<file path="src/rtl/regfile_sb_if.sv">
// Operand/writeback/reservation bus for regfile_sb.
// Issue/writeback logic drives the master side; the register file is the slave.
interface regfile_sb_if #(
  parameter int DATA_W = 16,
  parameter int ADDR_W = 3
);
  localparam int NREGS = 1 << ADDR_W;

  logic              wr_en;
  logic [ADDR_W-1:0] wr_addr;
  logic [DATA_W-1:0] wr_data;
  logic [ADDR_W-1:0] rd_addr_a;
  logic [DATA_W-1:0] rd_data_a;
  logic              busy_a;
  logic [ADDR_W-1:0] rd_addr_b;
  logic [DATA_W-1:0] rd_data_b;
  logic              busy_b;
  logic              rsv_en;
  logic [ADDR_W-1:0] rsv_addr;
  logic              rsv_stall;
  logic [NREGS-1:0]  busy_vec;
  logic [ADDR_W:0]   busy_cnt;

  modport master (
    output wr_en, wr_addr, wr_data, rd_addr_a, rd_addr_b, rsv_en, rsv_addr,
    input  rd_data_a, busy_a, rd_data_b, busy_b, rsv_stall, busy_vec, busy_cnt
  );

  modport slave (
    input  wr_en, wr_addr, wr_data, rd_addr_a, rd_addr_b, rsv_en, rsv_addr,
    output rd_data_a, busy_a, rd_data_b, busy_b, rsv_stall, busy_vec, busy_cnt
  );
endinterface

</file>
<file path="src/rtl/regfile_sb.sv">
// Two-read/one-write register file with optional write bypass and a per-register
// busy scoreboard (reserve at issue, release at writeback) plus a busy counter.
module regfile_sb #(
  parameter int DATA_W  = 16,
  parameter int ADDR_W  = 3,
  parameter bit BYPASS  = 1'b1,
  parameter bit ZERO_R0 = 1'b0
) (
  input  logic         clk,
  input  logic         rst,
  regfile_sb_if.slave  bus
);
  localparam int NREGS = 1 << ADDR_W;
  localparam int CW    = ADDR_W + 1;

  logic [NREGS-1:0][DATA_W-1:0] r_regs;
  logic [NREGS-1:0]             r_busy;
  logic [CW-1:0]                r_cnt;

  logic             w_wr_ok, w_rsv_r0, w_same, w_rsv_ok, w_set, w_clr;
  logic [NREGS-1:0] w_busy_nxt;

  assign w_wr_ok       = bus.wr_en & ~(ZERO_R0 && bus.wr_addr == '0);
  assign w_rsv_r0      = ZERO_R0 && bus.rsv_addr == '0;
  assign w_same        = bus.wr_en & (bus.wr_addr == bus.rsv_addr);
  assign bus.rsv_stall = bus.rsv_en & r_busy[bus.rsv_addr] & ~w_same & ~w_rsv_r0;
  assign w_rsv_ok      = bus.rsv_en & ~bus.rsv_stall & ~w_rsv_r0;

  // Counter delta: a reservation that re-arms a register being written is net 0.
  assign w_set = w_rsv_ok & ~r_busy[bus.rsv_addr];
  assign w_clr = w_wr_ok & r_busy[bus.wr_addr] & ~(w_rsv_ok & w_same);

  always_comb begin
    w_busy_nxt = r_busy;
    if (w_wr_ok)  w_busy_nxt[bus.wr_addr]  = 1'b0;
    if (w_rsv_ok) w_busy_nxt[bus.rsv_addr] = 1'b1;
  end

  always_ff @(posedge clk or posedge rst) begin
    if (rst) begin
      r_regs <= '0;
      r_busy <= '0;
      r_cnt  <= '0;
    end else begin
      if (w_wr_ok) r_regs[bus.wr_addr] <= bus.wr_data;
      r_busy <= w_busy_nxt;
      r_cnt  <= r_cnt + CW'(w_set) - CW'(w_clr);
    end
  end

  assign bus.busy_vec = r_busy;
  assign bus.busy_cnt = r_cnt;

  logic [ADDR_W-1:0] w_ra [2];
  logic [DATA_W-1:0] w_rd [2];
  logic              w_rb [2];

  assign w_ra[0] = bus.rd_addr_a;
  assign w_ra[1] = bus.rd_addr_b;

  for (genvar gp = 0; gp < 2; gp++) begin : g_rd
    always_comb begin
      w_rd[gp] = r_regs[w_ra[gp]];
      w_rb[gp] = r_busy[w_ra[gp]];
      if (BYPASS && bus.wr_en && bus.wr_addr == w_ra[gp]) begin
        w_rd[gp] = bus.wr_data;
        w_rb[gp] = 1'b0;
      end
      if (ZERO_R0 && w_ra[gp] == '0) begin
        w_rd[gp] = '0;
        w_rb[gp] = 1'b0;
      end
    end
  end

  assign bus.rd_data_a = w_rd[0];
  assign bus.busy_a    = w_rb[0];
  assign bus.rd_data_b = w_rd[1];
  assign bus.busy_b    = w_rb[1];
endmodule

</file>
<file path="src/flat_wrapper.sv">
// flat-port wrapper written by rule: the top's interface ports become plain ports
module regfile_sb_flat 
#(
  parameter int DATA_W  = 16,
  parameter int ADDR_W  = 3,
  parameter bit BYPASS  = 1'b1,
  parameter bit ZERO_R0 = 1'b0
)
  (clk, rst, bus_wr_en, bus_wr_addr, bus_wr_data, bus_rd_addr_a, bus_rd_addr_b, bus_rsv_en, bus_rsv_addr, bus_rd_data_a, bus_busy_a, bus_rd_data_b, bus_busy_b, bus_rsv_stall, bus_busy_vec, bus_busy_cnt);
  regfile_sb_if #(.DATA_W(DATA_W), .ADDR_W(ADDR_W)) bus_i ();
  input  logic clk;
  input  logic rst;
  input wire logic [$bits(bus_i.wr_en)-1:0] bus_wr_en;
  input wire logic [$bits(bus_i.wr_addr)-1:0] bus_wr_addr;
  input wire logic [$bits(bus_i.wr_data)-1:0] bus_wr_data;
  input wire logic [$bits(bus_i.rd_addr_a)-1:0] bus_rd_addr_a;
  input wire logic [$bits(bus_i.rd_addr_b)-1:0] bus_rd_addr_b;
  input wire logic [$bits(bus_i.rsv_en)-1:0] bus_rsv_en;
  input wire logic [$bits(bus_i.rsv_addr)-1:0] bus_rsv_addr;
  output wire logic [$bits(bus_i.rd_data_a)-1:0] bus_rd_data_a;
  output wire logic [$bits(bus_i.busy_a)-1:0] bus_busy_a;
  output wire logic [$bits(bus_i.rd_data_b)-1:0] bus_rd_data_b;
  output wire logic [$bits(bus_i.busy_b)-1:0] bus_busy_b;
  output wire logic [$bits(bus_i.rsv_stall)-1:0] bus_rsv_stall;
  output wire logic [$bits(bus_i.busy_vec)-1:0] bus_busy_vec;
  output wire logic [$bits(bus_i.busy_cnt)-1:0] bus_busy_cnt;
  assign bus_i.wr_en = bus_wr_en;
  assign bus_i.wr_addr = bus_wr_addr;
  assign bus_i.wr_data = bus_wr_data;
  assign bus_i.rd_addr_a = bus_rd_addr_a;
  assign bus_i.rd_addr_b = bus_rd_addr_b;
  assign bus_i.rsv_en = bus_rsv_en;
  assign bus_i.rsv_addr = bus_rsv_addr;
  assign bus_rd_data_a = bus_i.rd_data_a;
  assign bus_busy_a = bus_i.busy_a;
  assign bus_rd_data_b = bus_i.rd_data_b;
  assign bus_busy_b = bus_i.busy_b;
  assign bus_rsv_stall = bus_i.rsv_stall;
  assign bus_busy_vec = bus_i.busy_vec;
  assign bus_busy_cnt = bus_i.busy_cnt;
  regfile_sb #(.DATA_W(DATA_W), .ADDR_W(ADDR_W), .BYPASS(BYPASS), .ZERO_R0(ZERO_R0)) u_core (.clk(clk), .rst(rst), .bus(bus_i));
endmodule
</file>
<file path="config.mk">
export PLATFORM = sky130hd
export DESIGN_NAME = regfile_sb_flat
export DESIGN_NICKNAME = d
export VERILOG_FILES = /design/src/rtl/regfile_sb_if.sv /design/src/rtl/regfile_sb.sv /design/src/flat_wrapper.sv
export SDC_FILE = /design/constraint.sdc
export NUM_CORES = 1
export LEC_CHECK = 0
export BUFFER_PORTS_ARGS = -buffer_cell sky130_fd_sc_hd__buf_2
export CORE_AREA = 8 8 122 124
export CTS_CLUSTER_DIAMETER = 30
export CTS_CLUSTER_SIZE = 20
export DETAILED_ROUTE_END_ITERATION = 6
export DIE_AREA = 0 0 130 132
export PLACE_DENSITY_LB_ADDON = 0.15
export SETUP_SLACK_MARGIN = 0.15
export SLEW_MARGIN = 20
export SYNTH_ARGS = -nofsm -noshare
export SYNTH_HDL_FRONTEND = slang
export SYNTH_SLANG_ARGS = --single-unit
</file>
<file path="constraint.sdc">
create_clock -name clk -period 8.5 [get_ports clk]
set_input_delay 2.55 -clock clk [delete_from_list [all_inputs] [get_ports clk]]
set_output_delay 2.55 -clock clk [all_outputs]
set_load 0.1 [all_outputs]
</file>
==> After elaboration in Yosys (flattened, before gate mapping) <==
Index checks and enable logic that the tools add are counted.
{ "op_classes": {"order_cmp": 6, "bitwise_logic": 15, "n_reduce_logical": 4, "n_eq_ne": 3, "n_addsub": 2, "mux": 25} }
{ "ops": {"columns": ["cell", "count"], "rows": [
  ["$bwmux 128", 1],
  ["$bmux 16 s3", 2],
  ["$mux 16", 5],
  ["$demux 16 s3", 1],
  ["$lt 3x4->1 const B", 4],
  ["$mux 8", 2],
  ["$bmux 1 s3", 4],
  ["$eq 3x3->1", 3],
  ["$and 1x1->1", 8],
  ["$and 8x8->8", 1],
  ["$mux 1", 8],
  ["$not 8->8", 1],
  ["$or 8x8->8", 1],
  ["$demux 1 s3", 2],
  ["$ge 3x1->1 const B", 2],
  ["$add 4x1->4", 1],
  ["$logic_and 1x1->1", 4],
  ["$not 1->1", 4],
  ["$sub 4x1->4", 1]
]} }
{ "word_totals": {"wordCells": 65, "input_bits": 32, "regBits": 140} }

==> Longest topological paths before layout <==
{ "depth": {"word_depth": 10, "ltp_mapped": 10} }

==> Worst setup path before layout <==
No wires, ideal clock.
{ "synth_path": {"kind": "in2out", "startpoint": "input bus_rd_addr_a[0]", "endpoint": "output bus_rd_data_a[10]", "setup_slack_ns": 1.107, "t_required_ns": 5.950, "path_stages": 6, "arrival_ns": 4.843, "cell_sequence": "buf_4 buf_4 buf_4 mux4_2 mux2i_1 a21oi_1"} }
{ "synth_between": {"elab_chain_cells": 3, "elab_cells_between_ends": 5, "cone_classes": "eq/ne (1); mux (3); reduce/logical (1)"} }
{ "synth_rtl": {"columns": ["element", "line", "text"], "rows": [
  ["from (decl)", "flat_wrapper.sv:16", "input wire logic [$bits(bus_i.rd_addr_a)-1:0] bus_rd_addr_a;"],
  ["$bmux 16 s3 or $eq 3x3->1 (tied branches)", "regfile_sb.sv:63, regfile_sb.sv:65", null],
  ["$mux 16 (not written as such) or $logic_and 1x1->1 (tied branches)", "regfile_sb.sv:63, regfile_sb.sv:65", null],
  ["$mux 16 (*)", "regfile_sb.sv:65", "if (BYPASS && bus.wr_en && bus.wr_addr == w_ra[gp]) begin"],
  ["to (decl)", "flat_wrapper.sv:20", "output wire logic [$bits(bus_i.rd_data_a)-1:0] bus_rd_data_a;"]
]} }
Every way passes the cells marked *; elsewhere a longest branch is shown, timed or not. The select of a mux whose other input is x is not followed.

==> Final worst setup path <==
{ "layout_path": {"startpoint": "input bus_rd_addr_b[0]", "endpoint": "output bus_rd_data_b[2]"} }
{ "layout_between": {"elab_chain_cells": 3, "elab_cells_between_ends": 5, "cone_classes": "eq/ne (1); mux (3); reduce/logical (1)"} }
{ "layout_rtl": {"columns": ["element", "line", "text"], "rows": [
  ["from (decl)", "flat_wrapper.sv:17", "input wire logic [$bits(bus_i.rd_addr_b)-1:0] bus_rd_addr_b;"],
  ["$bmux 16 s3 or $eq 3x3->1 (tied branches)", "regfile_sb.sv:63, regfile_sb.sv:65", null],
  ["$mux 16 (not written as such) or $logic_and 1x1->1 (tied branches)", "regfile_sb.sv:63, regfile_sb.sv:65", null],
  ["$mux 16 (*)", "regfile_sb.sv:65", null],
  ["to (decl)", "flat_wrapper.sv:22", "output wire logic [$bits(bus_i.rd_data_b)-1:0] bus_rd_data_b;"]
]} }
Marks and branches as above.

==> impl_metrics.toml <==
[status]
outcome = "finished clean"

[cts]
cts-resized-gates = 0
cts_buffers = 17
cts_h_tree_depth = 4
cts_tree = "yes"
clk-insertion-delay-late_ns = 0.42
clock_tree.buffer_depth = 2
cts_root_buffer = "clkbuf_16"
clk_pin_slew_ns = 0.05
cts_setup_buffers = 0
cts.sinks = 140
cts.hold.buffers_added = 0

[drt]
num_vias = 5231
route.detailed.drc = 0
vias_per_cell = 6.38
route.detailed.wl_per_inst_um = 22.9
firstDrtPassIters = 5
ant_nets = 0
iter_0_drt_violations = 335
wirelength_mm = 18.8

[finish]
area_growth_pct = 10.3
seqCellArea_mm2 = 0.00350
nFillCells = 905
layout.cells.most_common = "dfrtp_1"
mostFrequentLayoutCells = "dfrtp_1 (140), mux2_2 (127), buf_2 (78)"
final_util = 0.704
multiInputGateArea_mm2 = 0.00431
drive_gt1_frac = 0.519
antenna_cells_inserted = 0
layout.nets = 669
instances_no_fill = 820

[pwr]
switching_power_total_mw = 1.15
share_clk_of_total_power = 0.247
intPower_mw = 1.62
seq_power_share = 0.343
pwr_density_cell_mw_per_mm2 = 303
vdd_ir_drop_max_mv = 0.165
power.share.combinational = 0.409
fin_total_pwr_mw = 2.77
power.leakage_nw = 3.98
sw_ratio = 0.414

[global_routing]
grt_max_degree = 85
first_global_vias = 5667
track_usage = 0.234
grt_remaining_overflow = 0
grt_first_pass_wirelength_mm = 30.6
antenna_found_initial = 0

[sta]
relSlewSlack = 0.222
timing.final.hold_violations = 0
layout_worst_path_cycle_share = 0.848
timing.final.setup_violations = 0
setup_tns_ns = 0
maxSlewViolCount = 0
achievable-frequency_ghz = 0.139
final_period_minus_worst_setup_slack_ns = 7.21
timing.clock.skew_ns = 0.00191
rsz0062_at_grt = "no"
worstMarginPinSlew_ns = 1.16

[logic_synthesis]
synth_seq_area_share = 0.423
synth-main-ff-cell = "dfrtp_1"
synth.yosys.warnings = 0
post_synth_inst_count = 580
postSynth.asyncResetShare = 1.00
synth-edff-count = 0
synth_largest_area_cell = "dfrtp_1"
post_synth_main_area_contributors = "dfrtp_1 (42%), mux4_2 (19%), mux2_2 (17%), mux2i_1 (4.3%), buf_4 (2.9%)"
flip_flop_and_latch_count_after_synthesis = 140
synthesis.nets = 617
post_synth_instance_area_mm2 = 0.00829
synth_top_cell_area_share = 0.423
synth_area_per_cell_um2 = 14.3
synth.lib_cells_used.distinct = 47

[min_path]
min_path_type = "reg -> reg"
hold_path_depth = 1
min_delay_worst_endpoint = "u_core.r_regs[116]"
worst_hold_startpoint = "u_core.r_regs[116]"

[floorplan]
design.core.area_mm2 = 0.0130
start_util = 0.638
die-area_mm2 = 0.0172
die-height_um = 132
dieWidth_um = 130
ioPinCount = 79
row_count = 42

[place]
routabilityCongestion = 0.767
placedCellCount = 788
io_buffers = 78
dpl.hpwl_mm = 12.1

[job]
maxCapViolations = 0

[critical_path]
setup.worst_path.class = "in -> out"
wp_data_required_ns = 5.95
reg2regPathDepth = 9
worst_ep_arrival_time_ns = 4.66
reg2reg_start = "u_core.bus.busy_vec[5]"
r2r_slack_ns = 6.09
timing.critical_path.to_type = "output pin"
r2r-end = "u_core.bus.busy_cnt[2]"
path_max_fanout = 27
critical_path.startpoint_type = "input pin"
==> power groups by stage <==
stage	combinational (mW)	sequential, mW	clock (mW)
2_1_floorplan	0.842	1.06	0
3_3_place_gp	1.11	0.936	0
3_5_place_dp	1.14	0.957	0
4_1_cts	1.14	0.947	0.694
5_1_grt	1.19	0.972	0.720
6_report	1.13	0.950	0.684
==> final cells by class <==
type,instances,area share
multi-input cells,366,0.471
flip-flops and latches,140,0.383
well taps,176,0.0241
inverters,17,0.00725
clock buffers,23,0.0523
clock inverters,8,0.00739
repair buffers,90,0.0546
==> layer usage <==
| metal | track usage | vias up | wire (µm) |
|---|---|---|---|
| met5 | 0 | - | 0 |
| met4 | 0.0891 | 0 | 365 |
| met3 | 0.0485 | 35 | 1030 |
| met2 | 0.393 | 172 | 9770 |
| met1 | 0.291 | 2722 | 7630 |
| li1 | - | 2302 | - |
==> sequential cells by signal (all words and copies together) (netlist names) <==
register	count
u_core.r_regs	128
u_core.bus.busy_vec	8
u_core.bus.busy_cnt	4
==> synth_stat cells (2+ instances only) <==
library cell  number
a21oi_1           33
buf_1              2
buf_2             13
buf_4             32
buf_6              8
dfrtp_1          140
ha_1               4
inv_1             17
mux2_2           127
mux2_4             2
mux2i_1           36
mux4_2            70
nand2_1            7
nand2b_1           2
nand4_1            2
nand4b_4           2
nor2_1            36
nor3_4             2
nor3b_4            2
o21ai_0            4
o22ai_1            2
o32ai_2            2
xnor2_1           10
xor2_1             2
==> worst max-delay path by stage <==
stage | startpoint | to | cells past startpoint
3_3_place_gp | bus_rd_addr_a[0] | bus_rd_data_a[2] | 6
5_1_grt | bus_rd_addr_b[0] | bus_rd_data_b[15] | 6
4_1_cts | bus_rd_addr_b[0] | bus_rd_data_b[2] | 6
3_5_place_dp | bus_rd_addr_b[0] | bus_rd_data_b[2] | 6
6_report | bus_rd_addr_b[0] | bus_rd_data_b[2] | 6
2_1_floorplan | bus_rd_addr_a[0] | bus_rd_data_a[10] | 6
==> cell families after synthesis <==
group,share of synthesized area
AND/OR/NAND/NOR,0.0474
flip-flops,0.423
buffers and inverters,0.0574
multiplexers,0.411
adder cells (fa/ha/maj),0.00846
AO/OA/AOI/OAI,0.0400
XOR/XNOR,0.0127
==> worst max-delay path, cell delays in order <==
cell	delay [ns]
buf_2	0.67
buf_4	0.36
mux4_2	0.52
mux2i_1	0.16
a21oi_1	0.09
buf_2	0.30
==> through the flow <==
step	cell area (µm²)	hold WS, ns	worst slack, ns
3_5_place_dp	8580	0.511	1.26
5_1_grt	9140	0.543	1.14
3_3_place_gp	8560	0.499	1.27
2_1_floorplan	8290	0.476	1.11
4_1_cts	9120	0.524	1.26
6_report	9140	0.524	1.29
No activity file was read; power rests on OpenSTA's default activity.
